### src/rtl/genome_crossover_ctrl.sv
// NEAT offspring sequencer: merge-walks two key-sorted parent genomes, applies
// crossover and per-attribute mutation, and streams child genes out.
module genome_crossover_ctrl #(
  parameter int ADDR_W = 8,
  parameter int GENE_W = 64
) (
  input  logic              clk,
  input  logic              rst_n,
  input  logic              start,
  input  logic [ADDR_W-1:0] p1_len,
  input  logic [ADDR_W-1:0] p2_len,
  input  logic [7:0]        mut_prob,
  input  logic [55:0]       rand_i,
  output logic              p1_rd_en,
  output logic              p2_rd_en,
  output logic [ADDR_W-1:0] p1_addr,
  output logic [ADDR_W-1:0] p2_addr,
  input  logic [GENE_W-1:0] p1_data,
  input  logic [GENE_W-1:0] p2_data,
  output logic              wr_valid,
  input  logic              wr_ready,
  output logic [GENE_W-1:0] wr_data,
  output logic              busy,
  output logic              done,
  output logic [ADDR_W-1:0] child_len
);

  typedef enum logic [2:0] {IDLE, RD, WAIT, CMP, OUT, DONE} state_t;

  state_t            state, state_next;
  logic [ADDR_W-1:0] i, j;
  logic [GENE_W-1:0] g1, g2;
  logic [GENE_W-1:0] src, mutated;
  logic [15:0]       k1, k2;
  logic              p2_live, key_match, drop_p2, take_p2;

  // j only advances while parent2 is live, so driving it directly makes the
  // address hold once parent2 is exhausted.
  assign p1_addr   = i;
  assign p2_addr   = j;
  assign p2_live   = (j < p2_len);
  assign k1        = g1[63:48];
  assign k2        = g2[63:48];
  assign key_match = p2_live && (k1 == k2);
  assign drop_p2   = p2_live && (k2 < k1);
  assign take_p2   = key_match && (rand_i[7:0] > 8'h40);
  assign src       = take_p2 ? g2 : g1;

  function automatic logic [7:0] repl_value(input logic is_conn, input int idx,
                                            input logic [7:0] value);
    logic [7:0] r;
    r = 8'h00;
    if (is_conn) begin
      if (idx == 0) r = value & 8'h01;
    end else begin
      case (idx)
        0:       r = value;
        1:       r = value & 8'h0F;
        default: r = value & 8'h07;
      endcase
    end
    return r;
  endfunction

  // attr1 sits in [23:16], so attribute idx occupies bits [23-8*idx -: 8].
  always_comb begin
    mutated = src;
    for (int idx = 0; idx < 3; idx++) begin
      if (rand_i[8+8*idx +: 8] <= mut_prob)
        mutated[23-8*idx -: 8] = repl_value(src[47], idx, rand_i[32+8*idx +: 8]);
    end
  end

  always_comb begin
    state_next = state;
    p1_rd_en   = 1'b0;
    p2_rd_en   = 1'b0;
    wr_valid   = 1'b0;
    done       = 1'b0;
    busy       = (state != IDLE);
    case (state)
      IDLE: if (start) state_next = (p1_len == '0) ? DONE : RD;
      RD: begin
        p1_rd_en   = 1'b1;
        p2_rd_en   = p2_live;
        state_next = WAIT;
      end
      WAIT: state_next = CMP;
      CMP:  state_next = drop_p2 ? RD : OUT;
      OUT: begin
        wr_valid = 1'b1;
        if (wr_ready) state_next = (i == p1_len) ? DONE : RD;
      end
      DONE: begin
        done       = 1'b1;
        state_next = IDLE;
      end
      default: state_next = IDLE;
    endcase
  end

  always_ff @(posedge clk or negedge rst_n) begin
    if (!rst_n) begin
      state     <= IDLE;
      i         <= '0;
      j         <= '0;
      g1        <= '0;
      g2        <= '0;
      wr_data   <= '0;
      child_len <= '0;
    end else begin
      state <= state_next;
      case (state)
        IDLE: if (start) begin
          i         <= '0;
          j         <= '0;
          child_len <= '0;
        end
        WAIT: begin
          g1 <= p1_data;
          if (p2_live) g2 <= p2_data;
        end
        CMP: begin
          if (drop_p2) begin
            j <= j + ADDR_W'(1);
          end else begin
            i       <= i + ADDR_W'(1);
            wr_data <= mutated;
            if (key_match) j <= j + ADDR_W'(1);
          end
        end
        OUT: if (wr_ready) child_len <= child_len + ADDR_W'(1);
        default: ;
      endcase
    end
  end

endmodule

### config.mk
export PLATFORM = sky130hd
export DESIGN_NAME = genome_crossover_ctrl
export DESIGN_NICKNAME = d
export VERILOG_FILES = /design/src/rtl/genome_crossover_ctrl.sv
export SDC_FILE = /design/constraint.sdc
export NUM_CORES = 1
export LEC_CHECK = 0
export ABC_AREA = 1
export CAP_MARGIN = 0
export CELL_PAD_IN_SITES_DETAIL_PLACEMENT = 1
export CELL_PAD_IN_SITES_GLOBAL_PLACEMENT = 2
export CORE_ASPECT_RATIO = 0.9
export CORE_MARGIN = 4
export CORE_UTILIZATION = 31
export CTS_BUF_LIST = sky130_fd_sc_hd__clkbuf_8
export DETAILED_ROUTE_END_ITERATION = 7
export GPL_TIMING_DRIVEN = 1
export PLACE_DENSITY_LB_ADDON = 0.1
export SLEW_MARGIN = 5
export SYNTH_ARGS = -nofsm -noshare
export SYNTH_HDL_FRONTEND = slang
export SYNTH_SLANG_ARGS = --single-unit
### constraint.sdc
create_clock -name clk -period 3.1 [get_ports clk]
set_input_delay 0.31 -clock clk [delete_from_list [all_inputs] [get_ports clk]]
set_output_delay 0.31 -clock clk [all_outputs]
set_load 0.02 [all_outputs]
==> results of run 1 <==
==> synthesized netlist by cell type (2+ instances only) <==
cell type,number,share of area
sky130_fd_sc_hd__clkbuf_1,16,0.0055
sky130_fd_sc_hd__xnor2_1,7,0.0056
sky130_fd_sc_hd__nand2_1,399,0.14
sky130_fd_sc_hd__buf_4,8,0.0055
sky130_fd_sc_hd__nand2_2,2,0.0012
sky130_fd_sc_hd__nor2_1,61,0.021
sky130_fd_sc_hd__buf_2,25,0.012
sky130_fd_sc_hd__o21ai_0,127,0.058
sky130_fd_sc_hd__ha_1,50,0.058
sky130_fd_sc_hd__inv_2,3,0.0010
sky130_fd_sc_hd__nand4_1,9,0.0052
sky130_fd_sc_hd__dfrtp_1,219,0.50
sky130_fd_sc_hd__nor3_1,9,0.0041
sky130_fd_sc_hd__buf_1,2,0.00069
sky130_fd_sc_hd__a21oi_1,43,0.020
sky130_fd_sc_hd__nand3_1,52,0.024
sky130_fd_sc_hd__a21boi_0,7,0.0048
sky130_fd_sc_hd__nor3b_1,2,0.0014
sky130_fd_sc_hd__inv_1,135,0.047
sky130_fd_sc_hd__or2_2,4,0.0023
sky130_fd_sc_hd__o21ai_1,3,0.0014
sky130_fd_sc_hd__nor4_1,3,0.0017
sky130_fd_sc_hd__nor2_2,5,0.0029
sky130_fd_sc_hd__mux2_2,47,0.049
sky130_fd_sc_hd__xor2_1,8,0.0064
sky130_fd_sc_hd__o211ai_1,16,0.011
==> worst min-delay path, delay by kind of cell <==
family	cells	cell delay [ns]
AND/OR/NAND/NOR	2	0.10
buffers and inverters	1	0.39
==> cell families after synthesis <==
kind of cell | count (synthesis) | synth area share
adders and majority gates | 50 | 0.0576
buffers and inverters | 190 | 0.0713
and+or+nand+nor | 549 | 0.206
xor gates and xnor gates | 15 | 0.0121
DFF | 219 | 0.504
AOI/OAI and AO/OA | 201 | 0.0992
muxes | 48 | 0.0496
==> registers in the layout (all words and copies together), names as in the netlist <==
register and flops:
child_len 8, g1 64, g2 64, p1_addr 8, p2_addr 8, state 3
wr_data 64
==> layout make-up <==
cell class | count | area (um^2) | share of cell area
timing repair buffer | 313 | 3200 | 0.210
inverter | 139 | 522 | 0.0342
clock buffer | 54 | 743 | 0.0487
tap | 462 | 578 | 0.0379
sequential | 219 | 5480 | 0.359
clock inverter | 19 | 81.3 | 0.00533
multi-input combinational | 863 | 4650 | 0.305
==> per-stage QoR <==
step | utilization | setup WS, ns | cell area (um^2)
after CTS | 0.445 | 0.00798 | 15200
after detailed placement | 0.420 | 0.232 | 14400
after global placement | 0.420 | 0.261 | 14400
after floorplan | - | 0.976 | 10900
after global routing | 0.445 | 0.315 | 15300
final | 0.445 | 0.528 | 15300
==> layer usage <==
layer | vias to the layer above | track usage
li1 | 4701 | -
met1 | 4670 | 0.246
met2 | 203 | 0.312
met3 | 50 | 0.0531
met4 | 8 | 0.0471
met5 | - | 0
==> how the worst max path moves through the flow <==
| stage | start | end | cells past startpoint |
|---|---|---|---|
| final | p2_addr[6] | p2_rd_en | 9 |
| after global routing | p2_addr[3] | p2_rd_en | 7 |
| after CTS | p2_addr[3] | p2_rd_en | 7 |
| after detailed placement | p2_len[3] | p2_rd_en | 9 |
| after global placement | p2_len[3] | p2_rd_en | 9 |
| after floorplan | p2_addr[5] | p2_rd_en | 8 |
==> repair_timing <==
| item | in CTS | in global routing |
|---|---|---|
| endpoints found under the hold margin | 69 | 0 |
| setup endpoints to repair | 0 | 1 |
| hold buffers | 1 | 0 |
| resized for setup | 0 | 2 |
==> where the power goes <==
group          internal, uW  switching, uW  total, uW  leakage, uW
registers              4170            642       4810      0.00270
logic                  2520           3350       5870      0.00418
clock network          1550           1260       2810     0.000482
==> placed cells by master, fill, tap and decap left out, types with 16 or more instances in the layout <==
| master | count |
|---|---|
| sky130_fd_sc_hd__a21oi_1 | 43 |
| sky130_fd_sc_hd__clkbuf_8 | 54 |
| sky130_fd_sc_hd__clkdlybuf4s50_1 | 293 |
| sky130_fd_sc_hd__dfrtp_1 | 219 |
| sky130_fd_sc_hd__ha_1 | 50 |
| sky130_fd_sc_hd__inv_1 | 151 |
| sky130_fd_sc_hd__mux2_2 | 47 |
| sky130_fd_sc_hd__nand2_1 | 398 |
| sky130_fd_sc_hd__nand3_1 | 51 |
| sky130_fd_sc_hd__nor2_1 | 60 |
| sky130_fd_sc_hd__o211ai_1 | 16 |
| sky130_fd_sc_hd__o21ai_0 | 127 |
==> results.toml, run 1 <==
[cts]
clock_insertion_delay_worst_skew_ns = 0.56
clockBufferDepth = 3
clock_tree_from_tritoncts = "yes"
h_tree_lvl_count = 2
worst_setup_hold_path_clk_slew_ns = 0.06
postCtsSetupRepairBufs = 0
clk_root_buffer_cell = "sky130_fd_sc_hd__clkbuf_8"
cts.sink_count = 219
cts_inserted_buffers = 43

[worst_setup_path]
cp.buffers_inverters = 3
worstSetupEndpointType = "output port"
max_stage_delay_ns = 0.48
worst_setup_path_start_kind = "flip-flop"
cp_data_required_time_ns = 2.79
worstPathMaxFanout = 6
family_with_the_most_delay_on_the_worst_path = "flip-flops"
reg2reg_from = "p2_addr[6]"
timing_worst_setup_path_type = "flip-flop to output port"
cp_slowest_cell = "sky130_fd_sc_hd__dfrtp_1"
critical_path.cell_chain = "ha_1 -> nand2_1 -> inv_1 -> nand2_1 -> nand2_1 -> a21oi_4 -> inv_1 -> nor2_1 -> dlymetal6s2s_1"
timing.rr.end = "wr_data[54]"
cpMostUsedCell = "sky130_fd_sc_hd__nand2_1"
cell_depth_of_the_worst_flop_to_flop_path = 10
worst-endpoint-arrival_ns = 2.26
rrSetupSlack_ns = 0.63

[placement]
finalWeightedCongestion = 0.813
io_buffers = 295
placed_cells = 1995
dp_hpwl_mm = 25.8

[pwr]
power.leakage_uw = 0.00736
total_power_uw = 13500
vdd.ir_drop.worst_uv = 389
power_density_mw_per_mm2 = 884

[grt]
combined_global_route_utilization_of_all_metal_layers = 0.188
grt_first_pass_wirelength_mm = 57.0
first_global_vias = 10289
antenna_violations_before_repair = 4
globalRoute.totalOverflow = 0
grt_max_degree = 74

[detailed_routing]
antenna_left = 0
highest_layer = "met5"
total_drc_errors_in_the_routed_layout = 0
detail_route.iter0.violations = 319
postRouteWirelength_mm = 35.9
wl_per_cell_um = 17.4
met2_wirelength_mm = 16.8
dr.pass1.iters = 4
viasPerCell = 4.66
routed-via-count = 9632
m1_wl_mm = 16.0
route.met3.wl_mm = 2.46

[final_layout]
n_fill_cell = 4087
syn2layout_area_growth_pct = 40.3
diodes = 0
final_nets = 1841
layout-drive-gt1-share = 0.0890
number_of_standard_cells_in_the_layout_taps_in_and_fillers_out = 2069

[timing]
tns_ns = 0
final_hold_viol_count = 0
report.final.setup_viol = 0
timing_max_transition_violations_final = 0
worst-slew-pin-transition_ns = 0.677
fin_crit_sh = 0.830
period_minus_slack_ns = 2.57
max_freq_ghz = 0.389
hold_slack_ns = 0.285
rsz0062_at_grt = "no"
worst_slew_margin_relative_to_its_limit = 0.547
skew_ns = 0.0222

[yosys]
synth_cells = 1272
synth_nets = 1534
synth.yosys.seq_area_share = 0.504
synth.ff_latch_count = 219
synth.avg_cell_area_um2 = 8.54
synth_top_flop_cell = "sky130_fd_sc_hd__dfrtp_1"
ys_types = 36
synth_enable_flop_cells = 0
ys.warnings.count = 0
ys_async_sr_fraction = 1.00
synth.cell_area_mm2 = 0.0109

[die]
placeableCoreArea_mm2 = 0.0343
die_x_um = 205
die_area_mm2 = 0.0381
floorplan.initialDensity = 0.317
floorplan.rows = 64
chipHeight_um = 186
ios = 305

[hold_path]
hold_path_startpoint = "p2_data[53]"
timing.hold.worst.class = "input port to flip-flop"
timing.hold.worst_path_depth = 3
hold-path-endpoint = "g2[53]"

[flow_run]
drv_cap = 0

[status]
status = "complete, no violations"
No activity file was read; power rests on OpenSTA's default activity.
==> run 2: changes to the inputs <==
--- a/config.mk
+++ b/config.mk
@@ -11,7 +11,7 @@
 export CELL_PAD_IN_SITES_GLOBAL_PLACEMENT = 2
 export CORE_ASPECT_RATIO = 0.9
 export CORE_MARGIN = 4
-export CORE_UTILIZATION = 31
+export CORE_UTILIZATION = 29
 export CTS_BUF_LIST = sky130_fd_sc_hd__clkbuf_8
 export DETAILED_ROUTE_END_ITERATION = 7
 export GPL_TIMING_DRIVEN = 1
==> constraint.sdc (replaced) <==
create_clock -name clk -period 2.6 [get_ports clk]
set_input_delay 0.26 -clock clk [delete_from_list [all_inputs] [get_ports clk]]
set_output_delay 0.26 -clock clk [all_outputs]
set_load 0.02 [all_outputs]
==> results.toml, run 2 (synthesized netlist as in run 1, its figures left out) <==
[worst_setup_path]
worstPathMaxFanout = 5
worst-endpoint-arrival_ns = 2.19
cp_data_required_time_ns = 2.34
cp.depth = 4
rrSetupSlack_ns = 0.25
cp.buffers_inverters = 2
timing_worst_setup_path_type = "flip-flop to output port"
cpMostUsedCell = "sky130_fd_sc_hd__nor2_2"
cell_depth_of_the_worst_flop_to_flop_path = 10
timing.rr.end = "wr_data[17]"
reg2reg_from = "g2[55]"
cp_slowest_cell = "sky130_fd_sc_hd__clkdlybuf4s50_1"
max_stage_delay_ns = 0.66
worst_setup_path_start_kind = "flip-flop"
critical_path.cell_chain = "nor2_2 -> inv_1 -> nor2_2 -> clkdlybuf4s50_1"
family_with_the_most_delay_on_the_worst_path = "buffers and inverters"
worstSetupEndpointType = "output port"

[timing]
worst_slew_margin_relative_to_its_limit = 0.668
timing_max_transition_violations_final = 0
fin_crit_sh = 0.944
final_hold_viol_count = 0
rsz0062_at_grt = "yes"
skew_ns = 0.0228
tns_ns = 0
report.final.setup_viol = 0
worst-slew-pin-transition_ns = 0.494
period_minus_slack_ns = 2.45
max_freq_ghz = 0.408
hold_slack_ns = 0.227

[die]
floorplan.initialDensity = 0.297
ios = 305
die_area_mm2 = 0.0406
floorplan.rows = 66
die_x_um = 212
placeableCoreArea_mm2 = 0.0366
chipHeight_um = 192

[grt]
combined_global_route_utilization_of_all_metal_layers = 0.180
antenna_violations_before_repair = 7
grt_first_pass_wirelength_mm = 57.9
grt_max_degree = 73
first_global_vias = 10406
globalRoute.totalOverflow = 0

[detailed_routing]
total_drc_errors_in_the_routed_layout = 0
viasPerCell = 4.58
routed-via-count = 9656
wl_per_cell_um = 17.5
detail_route.iter0.violations = 302
postRouteWirelength_mm = 36.9
antenna_left = 0
dr.pass1.iters = 4

[cts]
cts_inserted_buffers = 41
worst_setup_hold_path_clk_slew_ns = 0.05
cts.sink_count = 219
clk_root_buffer_cell = "sky130_fd_sc_hd__clkbuf_8"
clock_insertion_delay_worst_skew_ns = 0.56
clock_tree_from_tritoncts = "yes"
postCtsSetupRepairBufs = 0
h_tree_lvl_count = 2
clockBufferDepth = 3

[final_layout]
syn2layout_area_growth_pct = 42.0
most_used_cells_in_the_layout_excluding_fill_and_tap_cells = "398 x sky130_fd_sc_hd__nand2_1, 293 x sky130_fd_sc_hd__clkdlybuf4s50_1, 219 x sky130_fd_sc_hd__dfrtp_1"
n_fill_cell = 4311
layout.area.seq_mm2 = 0.00548
leading_cell_type_in_the_layout_fill_and_taps_excluded = "sky130_fd_sc_hd__nand2_1"
layout-drive-gt1-share = 0.0985
final_nets = 1863
area_taken_by_multi_input_logic_gates_mm2 = 0.00466
final_area_mm2 = 0.0154
reg_top3 = "g1 x64, g2 x64, wr_data x64"

[pwr]
vdd.ir_drop.worst_uv = 435
power_density_mw_per_mm2 = 1040
switching_power_uw = 6310
seqPwrFrac = 0.356
power.share.clock = 0.188
cellInternalPower_uw = 9790
comb_power_share = 0.457
power.leakage_uw = 0.00745
power.share.switching = 0.392

[placement]
finalWeightedCongestion = 0.793
dp_hpwl_mm = 27.0
placed_area_mm2 = 0.0147
io_buffers = 295

[hold_path]
timing.hold.worst.class = "input port to async pin"

[flow_run]
drv_cap = 0

[status]
status = "complete, no violations"
run 2: final cells by class:
type,instances,share of cell area
well taps,476,0.0386
clock buffers,45,0.0401
clock inverters,22,0.00559
diodes,5,0.000811
multi-input cells,863,0.302
repair buffers,337,0.224
flip-flops and latches,219,0.355
inverters,139,0.0338
run 2: worst max-delay path by stage:
stage | from | endpoint
4_1_cts | p2_addr[3] | p2_rd_en
3_3_place_gp | p2_len[3] | p2_rd_en
3_5_place_dp | p2_len[7] | wr_data[1]
6_report | state[1] | wr_valid
5_1_grt | g2[55] | wr_data[1]
2_1_floorplan | p2_addr[5] | p2_rd_en
run 2: stage by stage:
step | instances | total power, uW | worst slack, ns | utilization
after floorplan | 1272 | 9930 | 0.526 | -
after global placement | 2033 | 13100 | -0.0799 | 0.402
after detailed placement | 2033 | 13300 | -0.0708 | 0.402
after CTS | 2101 | 16500 | 0.00832 | 0.421
after global routing | 2103 | 17600 | -0.00193 | 0.422
final | 2106 | 16100 | 0.147 | 0.422
run 2: layer usage:
metal  wire [um]  vias up  GRT usage
met5          57        -          0
li1            -     4745          -
met2       17300      214      0.294
met1       16500     4636      0.237
met4         698       10     0.0466
met3        2270       51     0.0488
run 2: repair_timing:
action,4_1_cts,5_1_grt
endpoints found under the setup margin,1,17
cloned,0,0
endpoints found under the hold margin,47,0
resized for setup,3,6
hold buffers,1,0
run 2: power by group through the flow:
| stage | registers [uW] | clock network, uW | logic [uW] |
|---|---|---|---|
| finish | 5730 | 3020 | 7350 |
| global route | 5930 | 3330 | 8300 |
| CTS | 5750 | 3170 | 7530 |
| detailed placement | 5790 | 0 | 7480 |
| global placement | 5740 | 0 | 7320 |
| floorplan | 6210 | 0 | 3720 |
